`config.mk`:
```
export PLATFORM = sky130hd
export DESIGN_NAME = prince_linear_inv_pipe
export DESIGN_NICKNAME = d
export VERILOG_FILES = /design/src/rtl/prince_lin_pkg.sv /design/src/rtl/prince_lin_inv_share.sv /design/src/rtl/prince_linear_inv_pipe.sv
export SDC_FILE = /design/constraint.sdc
export NUM_CORES = 1
export LEC_CHECK = 0
export BUFFER_PORTS_ARGS = -buffer_cell sky130_fd_sc_hd__buf_2
export CORE_ASPECT_RATIO = 1.1
export CORE_MARGIN = 2
export CORE_UTILIZATION = 51
export CTS_CLUSTER_DIAMETER = 150
export CTS_CLUSTER_SIZE = 12
export DETAILED_ROUTE_END_ITERATION = 12
export PLACE_DENSITY = 0.82
export SLEW_MARGIN = 30
export SYNTH_ARGS = -nofsm -noshare
export SYNTH_HDL_FRONTEND = slang
export SYNTH_SLANG_ARGS = --single-unit
```
`constraint.sdc`:
```
create_clock -name clk -period 12.5 [get_ports clk]
set_input_delay 1.25 -clock clk [delete_from_list [all_inputs] [get_ports clk]]
set_output_delay 1.25 -clock clk [all_outputs]
set_load 0.03 [all_outputs]
```
`src/rtl/prince_lin_pkg.sv`:
```
// Shared constants and golden functions for the inverse PRINCE linear layer.
// Nibble i of a 64-bit state sits at bits [63-4i -: 4].
package prince_lin_pkg;

  localparam int STATE_W = 64;

  localparam int SR_INV_PERM [16] = '{0, 13, 10, 7, 4, 1, 14, 11, 8, 5, 2, 15, 12, 9, 6, 3};

  function automatic logic [STATE_W-1:0] sr_inv(input logic [STATE_W-1:0] x);
    logic [STATE_W-1:0] y;
    y = '0;
    for (int i = 0; i < 16; i++) begin
      y[63-4*i -: 4] = x[63-4*SR_INV_PERM[i] -: 4];
    end
    return y;
  endfunction

  // Chunks 0 and 3 (MSB first) use M0, the middle two use M1 (rows rotated by one).
  // Output bit b of nibble r takes bit b of every input nibble c except where (r+c+off)%4 == b.
  function automatic logic [STATE_W-1:0] mprime(input logic [STATE_W-1:0] x);
    logic [STATE_W-1:0] y;
    logic               acc;
    int                 off;
    y = '0;
    for (int j = 0; j < 4; j++) begin
      off = (j == 1 || j == 2) ? 1 : 0;
      for (int r = 0; r < 4; r++) begin
        for (int b = 0; b < 4; b++) begin
          acc = 1'b0;
          for (int c = 0; c < 4; c++) begin
            if (((r + c + off) % 4) != b) acc = acc ^ x[63-16*j-4*c-b];
          end
          y[63-16*j-4*r-b] = acc;
        end
      end
    end
    return y;
  endfunction

endpackage

```
`src/rtl/prince_lin_inv_share.sv`:
```
// Combinational M'(SR^-1(x)) for a single 64-bit share.
module prince_lin_inv_share
  import prince_lin_pkg::*;
(
  input  logic [STATE_W-1:0] x,
  output logic [STATE_W-1:0] y
);

  assign y = mprime(sr_inv(x));

endmodule

```
`src/rtl/prince_linear_inv_pipe.sv`:
```
// Share-wise inverse PRINCE linear layer into a 2-entry valid/ready elastic buffer.
// Define PRINCE_LIN_REFRESH_EN to add the rnd_in port and remask the shares on accept.
module prince_linear_inv_pipe
  import prince_lin_pkg::*;
#(
  parameter int NSHARES = 3
) (
  input  logic                       clk,
  input  logic                       rst,
  input  logic                       in_valid,
  output logic                       in_ready,
  input  logic [STATE_W*NSHARES-1:0] in_data,
  output logic                       out_valid,
  input  logic                       out_ready,
  output logic [STATE_W*NSHARES-1:0] out_data
`ifdef PRINCE_LIN_REFRESH_EN
  ,
  input  logic [STATE_W*(NSHARES-1)-1:0] rnd_in
`endif
);

  localparam int DW = STATE_W * NSHARES;

  logic [DW-1:0] pre;
  logic [DW-1:0] xf;

`ifdef PRINCE_LIN_REFRESH_EN
  logic [STATE_W-1:0] rnd_acc;

  // The last share absorbs every mask word, so the XOR of all shares is unchanged.
  always_comb begin
    pre     = in_data;
    rnd_acc = '0;
    for (int s = 0; s < NSHARES - 1; s++) begin
      pre[STATE_W*s +: STATE_W] = in_data[STATE_W*s +: STATE_W] ^ rnd_in[STATE_W*s +: STATE_W];
      rnd_acc                   = rnd_acc ^ rnd_in[STATE_W*s +: STATE_W];
    end
    pre[STATE_W*(NSHARES-1) +: STATE_W] = in_data[STATE_W*(NSHARES-1) +: STATE_W] ^ rnd_acc;
  end
`else
  assign pre = in_data;
`endif

  for (genvar s = 0; s < NSHARES; s++) begin : g_share
    prince_lin_inv_share u_share (
      .x (pre[STATE_W*s +: STATE_W]),
      .y (xf[STATE_W*s +: STATE_W])
    );
  end

  logic [1:0]    count;
  logic          wr_ptr;
  logic          rd_ptr;
  logic [DW-1:0] mem [2];
  logic          push;
  logic          pop;

  assign in_ready  = (count != 2'd2);
  assign out_valid = (count != 2'd0);
  assign out_data  = mem[rd_ptr];
  assign push      = in_valid & in_ready;
  assign pop       = out_valid & out_ready;

  always_ff @(posedge clk or posedge rst) begin
    if (rst) begin
      count  <= 2'd0;
      wr_ptr <= 1'b0;
      rd_ptr <= 1'b0;
      mem[0] <= '0;
      mem[1] <= '0;
    end else begin
      if (push) begin
        mem[wr_ptr] <= xf;
        wr_ptr      <= ~wr_ptr;
      end
      if (pop) rd_ptr <= ~rd_ptr;
      case ({push, pop})
        2'b10:   count <= count + 2'd1;
        2'b01:   count <= count - 2'd1;
        default: count <= count;
      endcase
    end
  end

endmodule

```
==> run summary <==
The maximum vdd drop is 0.000186 V. The relative slew slack is 0.341. After clock tree synthesis, the repair step resized 0 gates. The aggregate routed wire length is 44.9 mm. The buffer levels on the longest clock path came out at 3. The cell count after synthesis came out at 1331. The run finished with clean final reports. TritonCTS built the clock tree. The routability congestion estimate from global placement came out at 0.782. After layout, the minimum clock period comes to 4.12 ns. The required time at the endpoint of the critical path came out at 11.25 ns.

The H-tree generated during clock tree synthesis spans 2 levels. CTS placed an instance of sky130_fd_sc_hd__clkbuf_16 at the clock tree root. The critical path's largest stage delay came out at 0.96 ns. Synthesis inferred 388 register bits. The worst setup path is launched from a register. The antenna violation net count after detailed routing is 0. The share of the cycle needed by the critical path after routing came out at 0.330. After detailed routing, the number of remaining DRC violations is 0. The synthesis-to-finish area growth is 13.7%. The largest net degree at the start of global routing is 179. The max-slew violation count is 0. The CTS buffer count is 38. The final global-route overflow total is 0. The site row count is 78. The transition time at the pin with the least slew margin came out at 0.988 ns. The synthesized netlist contains 20 unique library cells. The maximum clock rate is 242 MHz. The post-detailed-route via-to-cell ratio came out at 5.25. The yosys synthesis warning count is 0.

The effective utilization at floorplan came out at 0.514. The class of the tightest hold or removal check is reg -> reg. The violation count after the first detailed-routing iteration came out at 423. The total setup buffers inserted after CTS came out at 0.

The half-perimeter wire length after placement came out at 30.2 mm. The number of antenna violations at the first check in global routing is 10. The pre-antenna-repair detailed-routing pass consisted of 4 iterations. Setup repair after global routing left no endpoint under its margin. Walking the worst path, the cells encountered are buf_6, mux2_2, buf_2.

The slowest stage of the critical path is the sky130_fd_sc_hd__dfrtp_4 cell. The share of layout cells above drive strength 1 came out at 0.599. For the worst setup path, the data arrival time is 2.87 ns. The total power divided by cell area is 310 nW/um2. The number of inserted filler cells in the final layout is 3185. The number of buffers inserted by port buffering is 389. The sort of element at the end of the critical path is an output pin. The setup violation total in the final timing report is 0. The insertion delay to the later sink of the worst-skew pair came out at 0.55 ns. The area enclosed by the die boundary came out at 42900 um2.

The library cell used most frequently in the layout, excluding fill and tap cells, is sky130_fd_sc_hd__buf_2. Leaving out fill and tap cells, the most frequent cells in the layout are 389 x sky130_fd_sc_hd__buf_2, 387 x sky130_fd_sc_hd__dfrtp_1, 360 x sky130_fd_sc_hd__mux2_4, 291 x sky130_fd_sc_hd__xnor2_1, 216 x sky130_fd_sc_hd__mux2_2. The overall die width came out at 198 um. Pin placement for this block handled 390 I/O pins. The global-route wire length before repair came out at 71.8 mm.

The smallest setup slack after layout came out at 8.38 ns. The overall via count from detail_route came out at 11700. The chip height is 217 um. The completed layout was analyzed and its total power is 7.42 mW. When the netlist entered floorplanning its net count stood at 1528. The via count of the first global-routing pass came out at 13100. In the final routed layout, each cell accounts on average for 20.1 um.

The sequential element share of the synthesized area is 0.461. Along the worst path, the maximum fanout reaches 72. The number of nets in the final layout came out at 1903.

The count of hold buffers inserted by post-cts repair is 0. In the global route stage, overall resource usage came out at 0.210. The number of maximum-capacitance violations is 0. The clock transition at the registers of the reported paths is 0.06 ns. The post-synthesis instance area came out at 21100 um2.

The number of clock sinks seen by CTS came out at 388. The static leakage power is 10.8 nW. The core region area is 41000 um2. The critical path class is reg -> out. Clock skew on the completed layout was measured at 0.0125 ns. The pre-CTS setup slack came out at 8.24 ns. In this run the mean area of a mapped cell was 15.8 um2. The number of hold violations in the final report is 0. Setup total negative slack on the finished layout was measured at 0 ns.
flip-flops by register name, summed over array words and instances (netlist names):
register / count
wr_ptr: 1
rd_ptr: 1
mem: 384
count: 2
logic make-up after synthesis:
family | count (synthesis) | share of synthesized area
XOR/XNOR | 293 | 0.122
multiplexers | 576 | 0.372
AND/OR/NAND/NOR | 7 | 0.00232
buffers and inverters | 66 | 0.0423
adder cells (fa/ha/maj) | 1 | 0.000594
flip-flops | 388 | 0.461
synth_stat cells:
master / count / share of area
sky130_fd_sc_hd__buf_2: 19 / 0.0045
sky130_fd_sc_hd__mux2_2: 216 / 0.12
sky130_fd_sc_hd__inv_1: 1 / 0.00018
sky130_fd_sc_hd__and2_1: 1 / 0.00030
sky130_fd_sc_hd__nor2_1: 1 / 0.00018
sky130_fd_sc_hd__ha_1: 1 / 0.00059
sky130_fd_sc_hd__and3b_1: 1 / 0.00042
sky130_fd_sc_hd__buf_1: 2 / 0.00036
sky130_fd_sc_hd__and3_1: 1 / 0.00030
sky130_fd_sc_hd__or2_2: 1 / 0.00030
sky130_fd_sc_hd__nand2b_4: 1 / 0.00065
sky130_fd_sc_hd__dfrtp_1: 388 / 0.46
sky130_fd_sc_hd__mux2_4: 360 / 0.26
sky130_fd_sc_hd__clkbuf_1: 2 / 0.00036
sky130_fd_sc_hd__xnor2_1: 291 / 0.12
sky130_fd_sc_hd__buf_8: 9 / 0.0064
sky130_fd_sc_hd__xor2_1: 2 / 0.00083
sky130_fd_sc_hd__buf_12: 31 / 0.029
sky130_fd_sc_hd__nand2_1: 1 / 0.00018
sky130_fd_sc_hd__buf_6: 2 / 0.0011
final timing paths:
path	start	endpoint	slack, ns	cells after the start
worst max-delay path	rd_ptr$_DFFE_PP0P_	out_data[188]	8.38	3
worst min-delay path	mem[190]$_DFFE_PP0P_	mem[190]$_DFFE_PP0P_	0.50	1
worst max register to register	count[0]$_DFFE_PP0P_	mem[297]$_DFFE_PP0P_	9.00	5
worst min register to register	mem[190]$_DFFE_PP0P_	mem[190]$_DFFE_PP0P_	0.50	1
max in group asynchronous	rst	mem[295]$_DFFE_PP0P_	10.28	4
min in group asynchronous	rst	wr_ptr$_DFFE_PP0N_	0.77	2
power breakdown:
group | leakage [nW] | internal, mW | total (mW) | switching, mW
Sequential | 4.56 | 1.91 | 2.31 | 0.397
Combinational | 5.76 | 1.99 | 4.09 | 2.10
Clock | 0.491 | 0.553 | 1.02 | 0.465
metrics by stage:
stage,hold WS [ns],utilization,area (um2),cells
finish,0.500,0.584,24000,2233
global route,0.514,0.584,23900,2229
CTS,0.505,0.583,23900,2227
detailed placement,0.488,0.559,22900,2185
global placement,0.476,0.558,22900,2185
floorplan,0.452,-,21100,1331
final cells by class:
| type | count | area [um2] | share of cell area |
|---|---|---|---|
| tap | 520 | 651 | 0.0272 |
| clock buffer | 40 | 980 | 0.0409 |
| timing repair buffer | 400 | 2090 | 0.0873 |
| antenna | 5 | 12.5 | 0.000522 |
| sequential | 388 | 9710 | 0.405 |
| clock inverter | 2 | 17.5 | 0.000731 |
| multi-input combinational | 877 | 10500 | 0.437 |
| inverter | 1 | 16.3 | 0.000679 |
metal layers:
metal  global-route usage  share of wire  vias up
li1                     -              -     5319
met1                0.269           0.43     6006
met2                0.343           0.48      316
met3               0.0676          0.072       75
met4               0.0546          0.021       12
met5                    0         0.0021        -
critical path, delay by kind of cell, from the launching register on:
kind / cells / cell delay [ns]
muxes: 1 / 0.42
DFF: 1 / 0.96
buffers and inverters: 2 / 0.83
No activity file was read; power rests on OpenSTA's default activity.
